## config.mk

```make
export PLATFORM = sky130hd
export DESIGN_NAME = ram_bist_master_flat
export DESIGN_NICKNAME = d
export VERILOG_FILES = /design/src/rtl/ram_bist_master_pkg.sv /design/src/rtl/ram_bist_master_if.sv /design/src/rtl/ram_bist_master_rdpipe.sv /design/src/rtl/ram_bist_master.sv /design/src/flat_wrapper.sv
export SDC_FILE = /design/constraint.sdc
export NUM_CORES = 1
export LEC_CHECK = 0
export ABC_AREA = 1
export CAP_MARGIN = 20
export CORE_ASPECT_RATIO = 1.1
export CORE_MARGIN = 2
export CORE_UTILIZATION = 30
export CTS_BUF_LIST = sky130_fd_sc_hd__clkbuf_8
export DETAILED_ROUTE_END_ITERATION = 6
export DONT_BUFFER_PORTS = 1
export PLACE_DENSITY_LB_ADDON = 0.12
export SLEW_MARGIN = 20
export SYNTH_ARGS = -nofsm -noshare
export SYNTH_HDL_FRONTEND = slang
export SYNTH_HIERARCHICAL = 1
export SYNTH_SLANG_ARGS = --single-unit
```

## constraint.sdc

```tcl
create_clock -name clk -period 2.1 [get_ports clk]
set_clock_uncertainty 0.15 [all_clocks]
set_input_delay 0.21 -clock clk [delete_from_list [all_inputs] [get_ports clk]]
set_output_delay 0.21 -clock clk [all_outputs]
set_load 0.01 [all_outputs]
```

## src/rtl/ram_bist_master_pkg.sv

```systemverilog
// ---------------------------------------------------------------------------
// ram_bist_master_pkg
// Shared definitions for the RAM BIST master.
//   * state_t and the FSM state encodings (IDLE, WRITE, TURN, READ, DRAIN, DONE)
//   * pat(): the test pattern for word offset k, seed + k, wrapping modulo the
//     caller's data width once the result is truncated.
// ---------------------------------------------------------------------------
package ram_bist_master_pkg;

    typedef logic [2:0] state_t;

    localparam state_t ST_IDLE  = 3'd0;
    localparam state_t ST_WRITE = 3'd1;
    localparam state_t ST_TURN  = 3'd2;
    localparam state_t ST_READ  = 3'd3;
    localparam state_t ST_DRAIN = 3'd4;
    localparam state_t ST_DONE  = 3'd5;

    // The callers truncate the sum to their data width.
    // That truncation performs the modulo-2^DW wrap.
    function automatic logic [31:0] pat(input logic [31:0] seed, input logic [31:0] k);
        return seed + k;
    endfunction

endpackage

```

## src/rtl/ram_bist_master_if.sv

```systemverilog
// ---------------------------------------------------------------------------
// ram_bist_master_if
// Port of the 8-bit synchronous RAM as seen by a bus initiator.
//   address  RAM address
//   data     RAM write data
//   w_r      1 = write, 0 = read
//   cs       chip select
//   ram_out  RAM read data, valid RD_LAT cycles after a sampled read
// Modports: master (the initiator) and slave (the RAM responder).
// ---------------------------------------------------------------------------
interface ram_bist_master_if #(
    parameter int AW = 8,
    parameter int DW = 8
);
    logic [AW-1:0] address;
    logic [DW-1:0] data;
    logic          w_r;
    logic          cs;
    logic [DW-1:0] ram_out;

    modport master (output address, output data, output w_r, output cs, input ram_out);
    modport slave  (input address, input data, input w_r, input cs, output ram_out);
endinterface

```

## src/rtl/ram_bist_master_rdpipe.sv

```systemverilog
// ---------------------------------------------------------------------------
// ram_bist_master_rdpipe
// RD_LAT-stage shift register of {valid, addr, expected}. It carries each read
// command's expected word alongside the RAM's read latency. As a result, the
// stage output lines up with ram_out.
//   clk, rst     clock and synchronous active-high clear
//   in_valid     a read command is on the bus this cycle
//   in_addr      its address
//   in_exp       its expected data
//   out_*        oldest stage; aligned with valid ram_out
// ---------------------------------------------------------------------------
module ram_bist_master_rdpipe #(
    parameter int AW     = 8,
    parameter int DW     = 8,
    parameter int RD_LAT = 1
) (
    input  logic          clk,
    input  logic          rst,
    input  logic          in_valid,
    input  logic [AW-1:0] in_addr,
    input  logic [DW-1:0] in_exp,
    output logic          out_valid,
    output logic [AW-1:0] out_addr,
    output logic [DW-1:0] out_exp
);

    logic [RD_LAT-1:0] vld_q, vld_d;
    logic [AW-1:0]     addr_q [RD_LAT];
    logic [AW-1:0]     addr_d [RD_LAT];
    logic [DW-1:0]     exp_q  [RD_LAT];
    logic [DW-1:0]     exp_d  [RD_LAT];

    // Next-stage values: stage 0 takes the new command, the others shift.
    always_comb begin
        vld_d     = vld_q;
        addr_d    = addr_q;
        exp_d     = exp_q;
        vld_d[0]  = in_valid;
        addr_d[0] = in_addr;
        exp_d[0]  = in_exp;
        for (int i = 1; i < RD_LAT; i++) begin
            vld_d[i]  = vld_q[i-1];
            addr_d[i] = addr_q[i-1];
            exp_d[i]  = exp_q[i-1];
        end
    end

    // Pipe registers; reset discards every in-flight compare.
    always_ff @(posedge clk) begin
        if (rst) begin
            vld_q <= {RD_LAT{1'b0}};
            for (int i = 0; i < RD_LAT; i++) begin
                addr_q[i] <= {AW{1'b0}};
                exp_q[i]  <= {DW{1'b0}};
            end
        end else begin
            vld_q  <= vld_d;
            addr_q <= addr_d;
            exp_q  <= exp_d;
        end
    end

    assign out_valid = vld_q[RD_LAT-1];
    assign out_addr  = addr_q[RD_LAT-1];
    assign out_exp   = exp_q[RD_LAT-1];

endmodule

```

## src/rtl/ram_bist_master.sv

```systemverilog
// ---------------------------------------------------------------------------
// ram_bist_master
// RAM self-test initiator. On start, the block writes seed + k to address
// base + k for k = 0..len. After one turnaround cycle, it reads the same range
// back and compares every word. It then reports pass/fail, the mismatch count
// and the first failing address.
//   clk, rst        clock, synchronous active-high reset
//   start           begin a test (sampled only while idle)
//   base/len/seed   first address, word count minus one, pattern seed
//   busy            high from the cycle after start until DONE
//   done            one-cycle pulse at the end of a test
//   pass            no mismatches; held from done until the next start
//   err_cnt         mismatch count (AW+1 bits, so 2^AW fits)
//   first_err_addr  address of the first mismatch, 0 if none
//   bus             RAM port (master modport)
// All outputs are registered. Each *_d value is the value the output will
// show in the following cycle.
// ---------------------------------------------------------------------------
module ram_bist_master
    import ram_bist_master_pkg::*;
#(
    parameter int AW     = 8,
    parameter int DW     = 8,
    parameter int RD_LAT = 1
) (
    input  logic                   clk,
    input  logic                   rst,
    input  logic                   start,
    input  logic [AW-1:0]          base,
    input  logic [AW-1:0]          len,
    input  logic [DW-1:0]          seed,
    output logic                   busy,
    output logic                   done,
    output logic                   pass,
    output logic [AW:0]            err_cnt,
    output logic [AW-1:0]          first_err_addr,
    ram_bist_master_if.master      bus
);

    localparam logic [AW-1:0] K_ZERO     = {AW{1'b0}};
    localparam logic [AW-1:0] K_ONE      = {{(AW-1){1'b0}}, 1'b1};
    localparam logic [AW:0]   CNT_ZERO   = {(AW+1){1'b0}};
    localparam logic [AW:0]   CNT_ONE    = {{AW{1'b0}}, 1'b1};
    localparam int            DRAIN_LAST = RD_LAT - 32'sd1;

    state_t        state_q, state_d;
    logic [AW-1:0] k_q, k_d;
    logic [AW-1:0] base_q, base_d;
    logic [AW-1:0] len_q, len_d;
    logic [DW-1:0] seed_q, seed_d;
    logic [7:0]    drain_q, drain_d;
    logic [AW-1:0] address_q, address_d;
    logic [DW-1:0] data_q, data_d;
    logic          w_r_q, w_r_d;
    logic          cs_q, cs_d;
    logic          busy_q, busy_d;
    logic          done_q, done_d;
    logic          pass_q, pass_d;
    logic [AW:0]   err_cnt_q, err_cnt_d;
    logic [AW-1:0] first_q, first_d;

    logic          push_valid_s;
    logic [DW-1:0] push_exp_s;
    logic          pipe_valid_s;
    logic [AW-1:0] pipe_addr_s;
    logic [DW-1:0] pipe_exp_s;

    // The read command currently on the bus enters the compare pipe.
    // Its address is already in address_q.
    assign push_valid_s = (state_q == ST_READ);
    assign push_exp_s   = DW'(pat(32'(seed_q), 32'(k_q)));

    ram_bist_master_rdpipe #(
        .AW     (AW),
        .DW     (DW),
        .RD_LAT (RD_LAT)
    ) u_rdpipe (
        .clk       (clk),
        .rst       (rst),
        .in_valid  (push_valid_s),
        .in_addr   (address_q),
        .in_exp    (push_exp_s),
        .out_valid (pipe_valid_s),
        .out_addr  (pipe_addr_s),
        .out_exp   (pipe_exp_s)
    );

    // Sequencer, bus command generation and read-back comparison.
    always_comb begin
        state_d   = state_q;
        k_d       = k_q;
        base_d    = base_q;
        len_d     = len_q;
        seed_d    = seed_q;
        drain_d   = drain_q;
        address_d = address_q;
        data_d    = data_q;
        w_r_d     = w_r_q;
        cs_d      = cs_q;
        busy_d    = busy_q;
        done_d    = 1'b0;
        pass_d    = pass_q;
        err_cnt_d = err_cnt_q;
        first_d   = first_q;

        // Only the first mismatch of a run records its address.
        if (pipe_valid_s && (bus.ram_out != pipe_exp_s)) begin
            err_cnt_d = err_cnt_q + CNT_ONE;
            if (err_cnt_q == CNT_ZERO) begin
                first_d = pipe_addr_s;
            end else begin
                first_d = first_q;
            end
        end else begin
            err_cnt_d = err_cnt_q;
            first_d   = first_q;
        end

        case (state_q)
            ST_IDLE: begin
                cs_d = 1'b0;
                if (start) begin
                    state_d   = ST_WRITE;
                    base_d    = base;
                    len_d     = len;
                    seed_d    = seed;
                    k_d       = K_ZERO;
                    err_cnt_d = CNT_ZERO;
                    first_d   = K_ZERO;
                    pass_d    = 1'b0;
                    busy_d    = 1'b1;
                    cs_d      = 1'b1;
                    w_r_d     = 1'b1;
                    address_d = base;
                    data_d    = seed;
                end else begin
                    state_d = ST_IDLE;
                end
            end
            ST_WRITE: begin
                if (k_q == len_q) begin
                    state_d = ST_TURN;
                    cs_d    = 1'b0;
                    w_r_d   = 1'b0;
                end else begin
                    k_d       = k_q + K_ONE;
                    address_d = base_q + k_d;
                    data_d    = DW'(pat(32'(seed_q), 32'(k_d)));
                end
            end
            ST_TURN: begin
                state_d   = ST_READ;
                k_d       = K_ZERO;
                cs_d      = 1'b1;
                w_r_d     = 1'b0;
                address_d = base_q;
            end
            ST_READ: begin
                if (k_q == len_q) begin
                    state_d = ST_DRAIN;
                    cs_d    = 1'b0;
                    drain_d = 8'd0;
                end else begin
                    k_d       = k_q + K_ONE;
                    address_d = base_q + k_d;
                end
            end
            ST_DRAIN: begin
                // The last read's compare happens in the final drain cycle.
                // pass therefore uses the updated count.
                if (drain_q == 8'(DRAIN_LAST)) begin
                    state_d = ST_DONE;
                    busy_d  = 1'b0;
                    done_d  = 1'b1;
                    pass_d  = (err_cnt_d == CNT_ZERO);
                end else begin
                    drain_d = drain_q + 8'd1;
                end
            end
            ST_DONE: begin
                state_d = ST_IDLE;
            end
            default: begin
                state_d = ST_IDLE;
                cs_d    = 1'b0;
                busy_d  = 1'b0;
            end
        endcase
    end

    // State and output registers.
    always_ff @(posedge clk) begin
        if (rst) begin
            state_q   <= ST_IDLE;
            k_q       <= K_ZERO;
            base_q    <= K_ZERO;
            len_q     <= K_ZERO;
            seed_q    <= {DW{1'b0}};
            drain_q   <= 8'd0;
            address_q <= K_ZERO;
            data_q    <= {DW{1'b0}};
            w_r_q     <= 1'b0;
            cs_q      <= 1'b0;
            busy_q    <= 1'b0;
            done_q    <= 1'b0;
            pass_q    <= 1'b0;
            err_cnt_q <= CNT_ZERO;
            first_q   <= K_ZERO;
        end else begin
            state_q   <= state_d;
            k_q       <= k_d;
            base_q    <= base_d;
            len_q     <= len_d;
            seed_q    <= seed_d;
            drain_q   <= drain_d;
            address_q <= address_d;
            data_q    <= data_d;
            w_r_q     <= w_r_d;
            cs_q      <= cs_d;
            busy_q    <= busy_d;
            done_q    <= done_d;
            pass_q    <= pass_d;
            err_cnt_q <= err_cnt_d;
            first_q   <= first_d;
        end
    end

    assign bus.address    = address_q;
    assign bus.data       = data_q;
    assign bus.w_r        = w_r_q;
    assign bus.cs         = cs_q;
    assign busy           = busy_q;
    assign done           = done_q;
    assign pass           = pass_q;
    assign err_cnt        = err_cnt_q;
    assign first_err_addr = first_q;

endmodule
```

## src/flat_wrapper.sv

```systemverilog
// flat-port wrapper written by rule: the top's interface ports become plain ports
module ram_bist_master_flat import ram_bist_master_pkg::*;
#(
    parameter int AW     = 8,
    parameter int DW     = 8,
    parameter int RD_LAT = 1
)
  (clk, rst, start, base, len, seed, busy, done, pass, err_cnt, first_err_addr, bus_address, bus_data, bus_w_r, bus_cs, bus_ram_out);
  ram_bist_master_if #(.AW(AW), .DW(DW)) bus_i ();
  input  logic clk;
  input  logic rst;
  input  logic start;
  input  logic [AW-1:0] base;
  input  logic [AW-1:0] len;
  input  logic [DW-1:0] seed;
  output logic busy;
  output logic done;
  output logic pass;
  output logic [AW:0] err_cnt;
  output logic [AW-1:0] first_err_addr;
  output wire logic [$bits(bus_i.address)-1:0] bus_address;
  output wire logic [$bits(bus_i.data)-1:0] bus_data;
  output wire logic [$bits(bus_i.w_r)-1:0] bus_w_r;
  output wire logic [$bits(bus_i.cs)-1:0] bus_cs;
  input wire logic [$bits(bus_i.ram_out)-1:0] bus_ram_out;
  assign bus_address = bus_i.address;
  assign bus_data = bus_i.data;
  assign bus_w_r = bus_i.w_r;
  assign bus_cs = bus_i.cs;
  assign bus_i.ram_out = bus_ram_out;
  ram_bist_master #(.AW(AW), .DW(DW), .RD_LAT(RD_LAT)) u_core (.clk(clk), .rst(rst), .start(start), .base(base), .len(len), .seed(seed), .busy(busy), .done(done), .pass(pass), .err_cnt(err_cnt), .first_err_addr(first_err_addr), .bus(bus_i));
endmodule
```

* Word-level counts from Yosys, hierarchy flattened
Cells that the tools add are included.
** Storage, ports and cells
- Bits in registers :: 98
- Output and inout port bits :: 38
** Cells by class
- Add/subtract/negate cells :: 6
- Equality and inequality tests :: 15
- Muxes and demuxes :: 35
- Bitwise gates (word level) :: 3
- Reductions and logical operators :: 23
** Operators with widths (number)
- two-way mux 8 bit :: 12
- one-hot mux 8 bit (3 select lines) :: 2
- one-hot mux 8 bit (2 select lines) :: 2
- two-way mux 9 bit :: 3
- adder 8 bit :: 3
- AND reduction 3 bit :: 7
- zero test 9 bit :: 2
- adder 8 x 1 -> 8 bit, second input constant :: 2
- one-hot mux 3 bit (5 select lines) :: 1
- adder 9 x 1 -> 9 bit, second input constant :: 1
- two-way mux 3 bit :: 3
- == test 8 bit :: 1
- zero test 8 bit :: 1
- two-way mux 1 bit :: 8
- inequality test 2 x 1 -> 1 bit, second input constant :: 4
- inequality test 2 bit, second input constant :: 4
- inequality test 8 bit :: 1
- == test 3 x 2 -> 1 bit, second input constant :: 2
- == test 3 bit, second input constant :: 2
- one-hot mux 1 bit (3 select lines) :: 2
- nonzero test 2 bit :: 3
- nonzero test 3 bit :: 2
- OR reduction 2 bit :: 3
- one-hot mux 1 bit (4 select lines) :: 1
- other kinds (7) :: 10

* Depth between registers and ports, before layout
Gate-level depths: netlist (run 1).
- Word-level depth :: 6
- Gate-level depth with buffers :: 13
- Gate-level depth less buffers :: 13

* Cells and area by module
Netlist (run 1), hierarchy kept.
** By module, submodules not included
- ram_bist_master :: instances 1, cells each 652, area each 4772.1 µm², seq. area each 1621.6 µm²
- ram_bist_master_rdpipe :: instances 1, cells each 53, area each 494.2 µm², seq. area each 340.3 µm²

* Worst setup path before layout (run 1)
No wires, ideal clock.
- Path type :: register -> register
- From :: reg u_core.k_q[0]
- To :: reg u_core.address_q[7] (netlist: u_core/bus.address[7])
- Setup time :: 0.122 ns
- Arrival time :: 2.005 ns
- Path slack :: -0.177 ns
- Stages on the path, launching flop included :: 14
- Buffers on the path :: 0
- Clock period less this slack :: 2.277 ns
- Cells stage by stage :: dfxtp_1 ha_1 nand2_1 nor2_1 nand2_1 xnor2_1 ha_1 nand2_1 or2_2 nand2_1 a21oi_1 a21o_1 nand3_1 a21oi_1
** On the way
- Longest elaborated chain between the ends :: 4
- Elaborated cells between the ends (all ways) :: 7
- Classes of those cells :: 2 x add/sub; 2 x eq/ne; 2 x mux; 1 x reduce/logical
** RTL lines
- start, declared :: line ram_bist_master.sv:47 : logic [AW-1:0] k_q, k_d;
- start signal, assigned :: line ram_bist_master.sv:211 : k_q <= k_d;
- adder 8 x 1 -> 8 bit :: line ram_bist_master.sv:146, ram_bist_master.sv:164
- adder 8 bit :: line ram_bist_master.sv:147, ram_bist_master.sv:165
- two-way mux 8 bit :: line ram_bist_master.sv:141, ram_bist_master.sv:159
- one-hot mux 8 bit (3 select lines) :: line ram_bist_master.sv:119 : case (state_q)
- end signal, assigned :: line ram_bist_master.sv:216 : address_q <= address_d;
- end, declared :: line ram_bist_master.sv:52 : logic [AW-1:0] address_q, address_d;
Several ways; a longest one is shown, not always the timed one. The select of a mux whose other input is x is not followed.
A chain may end at the register's enable or synchronous reset.

* Worst setup path in the final report (run 1)
- From :: reg u_core.k_q[1]
- To :: reg u_core.address_q[6] (netlist: u_core/bus.address[6])
The elaborated chain is that of the path after synthesis.

==> metrics.yaml, run 1 <==
grt_use_met2_pct: 26.6
synthTopCellsByArea: "dfxtp_1 (37%), nand2_1 (10%), a21oi_1 (6.6%)"
place_congestion: 0.823
synth_edf_count: 0
grt-busiest-layer: "met2"
worstPathRequired_ps: 2240
dieArea_um2: 18600
grt_pass1_wl_mm: 23.4
vdd_ir_drop_max_mv: 0.593
synth_most_common_cell: "nand2_1"
overflow: 0
worstMarginPinSlew_ps: 456
synth_ff_type: "dfxtp_1"
start_util_pct: 30.8
final_max_slew_viol_count: 0
synth_top_cell_by_area: "dfxtp_1"
power.density_nw_per_um2: 1110
status: "complete, but fails checks"
synth_warnings: 6
synthCells: 705
grt_max_degree: 55
cts.sinks: 98
wl_per_cell_um: 14.2
synth.top_cells.by_count: "nand2_1 (146), dfxtp_1 (98), inv_1 (88)"
coreArea_um2: 17100
ys_seq_area_share_pct: 37.3
worstPathArrival_ps: 2410
place_inst: 974
synth_cell_types: 46
area_growth_pct: 32.2
ys_async_sr_fraction_pct: 0
firstDrtPassIters: 4
hold_violations: 0
dp.final_hpwl_mm: 10.9
synth_seq_cells: 98
crit_path_end_kind: "flop"
die_x_um: 130
tritoncts: "done"
synth_area_um2: 5270
cp_max_fo: 4
cts_buffers: 9
layout.nets: 859
yosysTopAreaCellShare_pct: 37.3
stdcell_area_um2: 6960
vias_per_cell: 4.63
fin_crit_ps: 2280
worstHoldPathType: "input pin to flop"
finalSetupViolations: 8
period_share_pct: 108
synth_area_per_cell_um2: 7.47
io_pins: 73
rsz0062_at_grt: "yes"
grt.total_usage_pct: 16.1
routed_wl_mm: 14.7
drtAntennaViolNets: 0
crit_type: "flop to flop"
hold_slack_ps: 38.4
grt_pass1_vias: 4699
p_leak_nw: 2.89
maxCapViolCount: 0
placed_area_um2: 5900
relSlewSlack_pct: 69.4
drc: 0
cts_max_path_buffers: 2
syn-num-nets: 769
die_h_um: 143
drive_gt1_share_pct: 25.1
io_buffers: 0
grt_use_met3_pct: 4.27
clk_latency_ps: 390
drt_iter0_drc: 194
clockRootBuffer: "clkbuf_8"
antenna_cells: 0
timing.fmax_ghz: 0.439
path_clk_slew_ps: 100
instances_no_fill: 1034
grt_antenna_before_repair: 0
layout_setup_ws_ps: -175
h-tree-depth: 3
use_met1_pct: 19.7
violations: "negative setup slack"
row_count: 50
startpoint_type: "flop"
vias: 4783
sequential cells by signal, indices dropped and copies added, names as in the netlist, 3 cells and up:
name,flops
u_core/u_rdpipe/out_addr,8
u_core/bus.address,8
u_core/state_q,3
u_core/first_err_addr,8
u_core/drain_q,8
u_core/err_cnt,9
u_core/len_q,8
u_core/bus.data,8
u_core/u_rdpipe/out_exp,8
u_core/seed_q,8
u_core/k_q,8
u_core/base_q,8
stage by stage:
step / setup TNS (ps) / util, % / power, mW / setup WS [ps]
4_1_cts: -382 / 38.4 / 7.50 / -131
2_1_floorplan: -15.2 / - / 4.82 / -15.2
3_3_place_gp: -712 / 34.5 / 5.80 / -162
6_report: -689 / 40.8 / 7.73 / -175
3_5_place_dp: -1260 / 34.5 / 5.81 / -234
5_1_grt: -2040 / 40.8 / 8.31 / -307
worst paths after layout:
kind	startpoint	slack (ps)	depth (start not counted)	end
setup / recovery	u_core/k_q[1]	-180	13	u_core/bus.address[6]
hold / removal	start	40	3	u_core/busy
setup reg to reg	u_core/k_q[1]	-180	13	u_core/bus.address[6]
hold reg to reg	u_core/u_rdpipe/out_addr[5]	320	2	u_core/first_err_addr[5]
final cells by class:
class                           count  area, um2
Clock buffer                        9        124
Clock inverter                      7        119
Fill cell                        1751      10100
Inverter                           96        368
Multi-Input combinational cell    491       3200
Sequential cell                    98       1970
Tap cell                          234        293
Timing Repair Buffer               99        888
layer usage:
layer / vias to the layer above / wire length (um)
met5: - / 0
met4: 0 / 256
met3: 12 / 844
met2: 93 / 7110
met1: 2209 / 6480
li1: 2469 / -
worst max-delay path, cell delays in order, from the launching register on:
cell and delay [ps]:
dfxtp_4 370, ha_4 180, buf_12 120, xor2_4 250
ha_4 270, nand3b_1 110, nand2_1 60, nand2_1 90
nand2_1 80, a21oi_2 150, xor2_1 160, nor2_1 50
nor2_1 80, nor2_1 40
cells in the final DEF, fill, tap and decap left out, types with 5 or more instances in the layout:
| cell type | synthesis | layout |
|---|---|---|
| a31oi_1 | 10 | 8 |
| buf_4 | 1 | 63 |
| nor2_2 | 4 | 5 |
| o21ai_1 | 7 | 15 |
| xor2_1 | 21 | 19 |
| inv_1 | 88 | 86 |
| nand2_4 | 2 | 6 |
| nand2_1 | 146 | 134 |
| clkbuf_8 | 0 | 9 |
| nand2_2 | 8 | 16 |
| ha_1 | 26 | 14 |
| ha_4 | 0 | 11 |
| dlygate4sd3_1 | 0 | 26 |
| nor2_1 | 62 | 61 |
| nand4_1 | 9 | 9 |
| nand3_2 | 6 | 11 |
| a21oi_1 | 69 | 55 |
| dfxtp_1 | 98 | 95 |
| nand3_1 | 26 | 21 |
| xnor2_1 | 16 | 13 |
| o21ai_0 | 34 | 22 |
| buf_6 | 3 | 6 |
| a21oi_2 | 3 | 16 |
| inv_2 | 7 | 9 |
cells by family after synthesis:
| logic type | Yosys count | share of synthesized area, % |
|---|---|---|
| AO/OA/AOI/OAI | 143 | 15.5 |
| AND/OR/NAND/NOR | 282 | 24.3 |
| XOR/XNOR | 37 | 6.15 |
| adder cells (fa/ha/maj) | 29 | 7.32 |
| flip-flops | 98 | 37.3 |
| buffers and inverters | 116 | 9.46 |
power breakdown:
group	total [mW]	switching [mW]	leakage [nW]	internal, mW
Clock	1.49	0.700	0.121	0.791
Combinational	3.51	2.04	1.96	1.47
Sequential	2.73	0.453	0.803	2.27
Total	7.73	3.19	2.89	4.54
timing repair:
| item | CTS | global route |
|---|---|---|
| hold buffers | 27 | 0 |
| pin swaps | 13 | 40 |
| hold endpoints to repair | 73 | 0 |
| buffers inserted | 5 | 12 |
| setup endpoints to repair | 11 | 20 |
| cloned | 0 | 0 |
| resized for setup | 17 | 72 |
Power figures use the tool's default switching activity.
==> run 2: changes to the inputs <==
--- a/config.mk
+++ b/config.mk
@@ -7,6 +7,8 @@
 export LEC_CHECK = 0
 export ABC_AREA = 1
 export CAP_MARGIN = 20
+export CELL_PAD_IN_SITES_DETAIL_PLACEMENT = 0
+export CELL_PAD_IN_SITES_GLOBAL_PLACEMENT = 1
 export CORE_ASPECT_RATIO = 1.1
 export CORE_MARGIN = 2
 export CORE_UTILIZATION = 30
==> metrics.yaml, run 2 (same netlist as run 1, synthesis figures left out) <==
layout_setup_ws_ps: -99.2  # was -175 ps
worstPathArrival_ps: 2320  # was 2410 ps
fillCellCount: 1785  # was 1751
antenna_cells: 0  # unchanged
cpMostUsedCell: "nand2_2"
drt_iter0_drc: 221  # was 194
crit_path_end_kind: "flop"  # unchanged
finalSetupViolations: 7  # was 8
final_cell_mix: "nand2_1 (140), dfxtp_1 (91), inv_1 (86), nor2_1 (60), a21oi_1 (60)"  # was nand2_1 (134), dfxtp_1 (95), inv_1 (86), buf_4 (63), nor2_1 (61)
crit_type: "flop to flop"  # unchanged
worstMarginPinSlew_ps: 425  # was 456 ps
status: "complete, but fails checks"  # unchanged
grt_antenna_before_repair: 0  # unchanged
firstDrtPassIters: 4  # unchanged
p_leak_nw: 2.77  # was 2.89 nW
overflow: 0  # unchanged
vdd_ir_drop_max_mv: 0.452  # was 0.593 mV
coreArea_um2: 17100  # unchanged
tritoncts: "done"  # unchanged
rsz0062_at_grt: "yes"  # unchanged
clk_latency_ps: 390  # about the same
worstPathRequired_ps: 2220  # was 2240 ps
hold_slack_ps: 44.1  # was 38.4 ps
cts_buffers: 9  # unchanged
slowest_stage: "dfxtp_4"  # unchanged
place_inst: 972  # was 974
path_clk_slew_ps: 100  # about the same
critPathTopFamily: "simple AND/OR/NAND/NOR gates"  # unchanged
post-place-ws_ps: -216  # was -234 ps
timing.fmax_ghz: 0.455  # was 0.439 GHz
hold_violations: 0  # unchanged
grt.total_usage_pct: 16.3  # was 16.1%
placed_area_um2: 5870  # was 5900 um2
worstHoldPathType: "input pin to flop"  # unchanged
layout.nets: 846  # was 859
cts_max_path_buffers: 2  # unchanged
maxCapViolCount: 0  # unchanged
row_count: 50  # unchanged
violations: "negative setup slack"  # unchanged
start_util_pct: 30.8  # unchanged
wl_per_cell_um: 14.3  # was 14.2 um
startpoint_type: "flop"  # unchanged
relSlewSlack_pct: 71.6  # was 69.4%
dieArea_um2: 18600  # unchanged
routed_wl_mm: 14.6  # was 14.7 mm
stdcell_area_um2: 6680  # was 6960 um2
die_h_um: 143  # unchanged
layout_commonest_cell: "nand2_1"  # unchanged
drtAntennaViolNets: 0  # unchanged
vias_per_cell: 4.57  # was 4.63
io_pins: 73  # unchanged
final_max_slew_viol_count: 0  # unchanged
io_buffers: 0  # unchanged
grt_pass1_vias: 4540  # was 4699
grt_pass1_wl_mm: 23.3  # was 23.4 mm
cp.buffers_inverters: 0  # was 1
drc: 0  # unchanged
largest_reg_flops: 9  # unchanged
place_congestion: 0.785  # was 0.823
die_x_um: 130  # unchanged
drive_gt1_share_pct: 22.0  # was 25.1%
cts.sinks: 98  # unchanged
dp.final_hpwl_mm: 10.9  # about the same
cpPeakStageDelay_ps: 390  # was 370 ps
area_growth_pct: 26.9  # was 32.2%
vias: 4661  # was 4783
clockRootBuffer: "clkbuf_8"  # unchanged
grt_max_degree: 56  # was 55
fin_crit_ps: 2200  # was 2280 ps
cp_max_fo: 3  # was 4
period_share_pct: 105  # was 108%
power.density_nw_per_um2: 1100  # was 1110 nW/um2
h-tree-depth: 3  # unchanged
final_core_util_pct: 39.1  # was 40.8%
crit_chain: "ha_4, nand2_4, nor2_4, nand2_2, xnor2_4, ha_4, nand2_2, or2_4, nand2_2, a21oi_2, a21o_1, nand3_2, a21oi_2"  # was ha_4, buf_12, xor2_4, ha_4, nand3b_1, nand2_1, nand2_1, nand2_1, a21oi_2, xor2_1, nor2_1, nor2_1, nor2_1
instances_no_fill: 1021  # was 1034
## run 2: cell types whose count changed in the layout (fill, tap and decap cells not counted), moves of 4 or more
cell | previous run | this run
dfxtp_2 | 0 | 5
dfxtp_1 | 95 | 91
nand2_1 | 134 | 140
a21oi_1 | 55 | 60
buf_6 | 6 | 1
o21ai_0 | 22 | 28
nand2_2 | 16 | 12
a21oi_2 | 16 | 11
buf_4 | 63 | 57
## run 2: final timing paths
check,slack (ps),startpoint,end,cells past startpoint
max reg2reg,-100,u_core/k_q[1],u_core/bus.address[7],13
min,40,start,u_core/busy,3
min reg2reg,320,u_core/u_rdpipe/out_addr[2],u_core/first_err_addr[2],2
max,-100,u_core/k_q[1],u_core/bus.address[7],13
## run 2: where the power goes
group	leakage [nW]	total, mW	internal (mW)	switching [mW]
logic	1.86	3.33	1.37	1.97
clock network	0.100	1.30	0.562	0.740
registers	0.805	2.71	2.28	0.438
## run 2: per-layer routing
metal / GRT usage (%) / vias to the layer above / wire [um]
li1: - / 2442 / -
met1: 20.6 / 2118 / 6750
met2: 27.3 / 85 / 6940
met3: 3.30 / 16 / 698
met4: 6.00 / 0 / 237
met5: 0 / - / 0
## run 2: area by class of cell
class                           instances  area (um2)  share of cell area (%)
Timing Repair Buffer                   86         747                    11.2
Tap cell                              234         293                    4.38
Sequential cell                        98        1980                    29.6
Clock buffer                            9         124                    1.85
Inverter                               96         365                    5.47
Multi-Input combinational cell        491        3100                    46.4
Clock inverter                          7        77.6                    1.16
## run 2: stage by stage
stage	setup TNS [ps]	power, mW
3_3_place_gp	-565	5.79
6_report	-300	7.35
2_1_floorplan	-15.2	4.82
4_1_cts	-531	7.27
3_5_place_dp	-724	5.81
5_1_grt	-1430	7.96
## run 2: tightest hold or removal path: stages
cell and delay [ps]:
nor3_2 30, o31ai_1 240, a21oi_1 60
## run 2: what timing repair did
| item | 4_1_cts | 5_1_grt |
|---|---|---|
| setup endpoints to repair | 10 | 18 |
| pin swaps | 13 | 18 |
| gates resized for setup | 14 | 44 |
| hold buffers | 27 | 0 |
| buffers inserted | 2 | 4 |
| endpoints found under the hold margin | 76 | 0 |
==> run 3: changes to the inputs <==
--- a/config.mk
+++ b/config.mk
@@ -5,12 +5,11 @@
 export SDC_FILE = /design/constraint.sdc
 export NUM_CORES = 1
 export LEC_CHECK = 0
-export ABC_AREA = 1
+export ABC_AREA = 0
 export CAP_MARGIN = 20
 export CELL_PAD_IN_SITES_DETAIL_PLACEMENT = 0
 export CELL_PAD_IN_SITES_GLOBAL_PLACEMENT = 1
-export CORE_ASPECT_RATIO = 1.1
-export CORE_MARGIN = 2
+export CORE_MARGIN = 8
 export CORE_UTILIZATION = 30
 export CTS_BUF_LIST = sky130_fd_sc_hd__clkbuf_8
 export DETAILED_ROUTE_END_ITERATION = 6
==> metrics.yaml, run 3 <==
status: "complete, but fails checks"  # unchanged
violations: "negative setup slack"  # unchanged
relSlewSlack_pct: 67.0  # was 71.6%
dieArea_um2: 21100  # was 18600 um2
grt_pass1_wl_mm: 23.4  # was 23.3 mm
ys_seq_area_share_pct: 39.0  # was 37.3%
crit_path_end_kind: "flop"  # unchanged
power.density_nw_per_um2: 707  # was 1100 nW/um2
synth_area_per_cell_um2: 8.42  # was 7.47 um2
placed_area_um2: 5860  # was 5870 um2
synth_cell_types: 53  # was 46
period_share_pct: 111  # was 105%
largest_reg_flops: 9  # unchanged
synth_warnings: 6  # unchanged
maxCapViolCount: 0  # unchanged
final_cell_mix: "dfxtp_1 (88), nand2_1 (78), buf_4 (76), nor2_1 (59), a21oi_1 (55)"  # was nand2_1 (140), dfxtp_1 (91), inv_1 (86), nor2_1 (60), a21oi_1 (60)
layout.nets: 765  # was 846
die_x_um: 145  # was 130 um
cts.sinks: 98  # unchanged
grt_max_degree: 72  # was 56
grt_pass1_vias: 4321  # was 4540
cts_buffers: 9  # unchanged
layout_setup_ws_ps: -234  # was -99.2 ps
worstPathRequired_ps: 2220  # about the same
synth_edf_count: 0  # unchanged
wl_per_cell_um: 16.0  # was 14.3 um
vias_per_cell: 4.76  # was 4.57
antenna_cells: 0  # unchanged
drt_iter0_drc: 158  # was 221
worstMarginPinSlew_ps: 491  # was 425 ps
path_clk_slew_ps: 90  # was 100 ps
rsz0062_at_grt: "yes"  # unchanged
stdcell_area_um2: 6920  # was 6680 um2
start_util_pct: 30.5  # was 30.8%
io_pins: 73  # unchanged
layout_commonest_cell: "dfxtp_1"  # was nand2_1
row_count: 47  # was 50
place_congestion: 0.832  # was 0.785
clk_latency_ps: 380  # was 390 ps
timing.fmax_ghz: 0.429  # was 0.455 GHz
die_h_um: 145  # was 143 um
startpoint_type: "flop"  # unchanged
synth_seq_cells: 98  # unchanged
synthTopCellsByArea: "dfxtp_1 (39%), ha_1 (6.5%), a21oi_1 (6.1%)"  # was dfxtp_1 (37%), nand2_1 (10%), a21oi_1 (6.6%)
synth_area_um2: 5020  # was 5270 um2
ys_async_sr_fraction_pct: 0  # unchanged
cp_max_fo: 5  # was 3
grt.total_usage_pct: 13.9  # was 16.3%
area_growth_pct: 37.8  # was 26.9%
cts_max_path_buffers: 2  # unchanged
fin_tns_setup_ps: -1470  # was -300 ps
vdd_ir_drop_max_mv: 0.259  # was 0.452 mV
p_total_mw: 4.90  # was 7.35 mW
vias: 4409  # was 4661
yosysTopAreaCellShare_pct: 39.0  # was 37.3%
tritoncts: "done"  # unchanged
firstDrtPassIters: 4  # unchanged
hold_slack_ps: 27.3  # was 44.1 ps
post-place-ws_ps: -317  # was -216 ps
worstPathArrival_ps: 2460  # was 2320 ps
drive_gt1_share_pct: 27.1  # was 22.0%
fin_crit_ps: 2330  # was 2200 ps
h-tree-depth: 3  # unchanged
synth_top_cell_by_area: "dfxtp_1"  # unchanged
synth.top_cells.by_count: "dfxtp_1 (98), nand2_1 (79), nor2_1 (63)"  # was nand2_1 (146), dfxtp_1 (98), inv_1 (88)
synth_ff_type: "dfxtp_1"  # unchanged
clockRootBuffer: "clkbuf_8"  # unchanged
synth_most_common_cell: "dfxtp_1"  # was nand2_1
routed_wl_mm: 14.8  # was 14.6 mm
dp.final_hpwl_mm: 11.0  # was 10.9 mm
final_max_slew_viol_count: 0  # unchanged
crit_type: "flop to flop"  # unchanged
syn-num-nets: 661  # was 769
io_buffers: 0  # unchanged
finalSetupViolations: 13  # was 7
coreArea_um2: 16500  # was 17100 um2
overflow: 0  # unchanged
drc: 0  # unchanged
synthCells: 597  # was 705
drtAntennaViolNets: 0  # unchanged
grt_antenna_before_repair: 0  # unchanged
hold_violations: 0  # unchanged
worstHoldPathType: "input pin to flop"  # unchanged
p_leak_nw: 2.79  # was 2.77 nW
==> run 3: changes by cell type after synthesis, sizes merged, moves of 7 or more <==
cell    previous run  this run
nand2            156        79
inv               96        26
o21ai             41        22
nand3             32        14
xnor2             16        34
mux2i              0        12
nor2b              0        12
a21oi             72        61
clkbuf             6        16
and2b              0         7
nand2b             0         7
==> run 3: worst max-delay path: stages (launching register included) <==
cell and delay (ps):
dfxtp_4 370, ha_4 280, ha_1 290, a21oi_2 170, o21ai_2 100, a2111oi_4 370
nor3_2 80, xnor2_1 170, nor2_1 50, o221a_1 200
==> run 3: area by class of cell <==
type / instances / area, um2
Multi-Input combinational cell: 448 / 3310
Clock inverter: 6 / 42.5
Sequential cell: 98 / 1990
Fill cell: 1671 / 9540
Inverter: 26 / 97.6
Timing Repair Buffer: 118 / 1070
Tap cell: 220 / 275
Clock buffer: 10 / 138
==> run 3: kinds of logic after synthesis <==
group	Yosys count	share of synthesized area [%]
AO/OA/AOI/OAI	123	15.3
flip-flops	98	39.0
buffers and inverters	51	4.11
AND/OR/NAND/NOR	229	21.9
adder cells (fa/ha/maj)	29	7.67
XOR/XNOR	55	9.59
multiplexers	12	2.39
==> run 3: routing by layer <==
metal  up-vias  GRT usage, %  routed length [um]
met5         -             0                   0
met4         0          5.26                 252
met3        15          3.70                 801
met2        82          23.2                7220
met1      2070          16.8                6570
li1       2242             -                   -
==> run 3: report_power, final <==
part           switching (mW)  total, mW  internal, mW
registers               0.219       2.26          2.05
logic                   0.772       1.48         0.704
clock network           0.688       1.15         0.466
total                    1.68       4.90          3.22
==> run 3: stage by stage <==
| step | instances | utilization (%) |
|---|---|---|
| 4_1_cts | 915 | 39.8 |
| 3_3_place_gp | 867 | 35.6 |
| 3_5_place_dp | 867 | 35.6 |
| 5_1_grt | 926 | 42.1 |
| 6_report | 926 | 42.1 |
| 2_1_floorplan | 597 | - |
==> run 3: repair_timing <==
action	in CTS	in global routing
endpoints found under the setup margin	25	39
resized for setup	37	49
pin swaps	26	41
hold buffers	26	0
endpoints found under the hold margin	74	0
buffers inserted	6	12
cloned	1	0
==> run 3: final timing paths <==
kind                                from                        to  slack [ps]  cells past startpoint
min                              seed[0]        u_core/bus.data[0]          30                      2
max reg2reg                u_core/k_q[0]        u_core/bus.data[7]        -230                      9
max                        u_core/k_q[0]        u_core/bus.data[7]        -230                      9
min reg2reg  u_core/u_rdpipe/out_addr[7]  u_core/first_err_addr[7]         320                      2
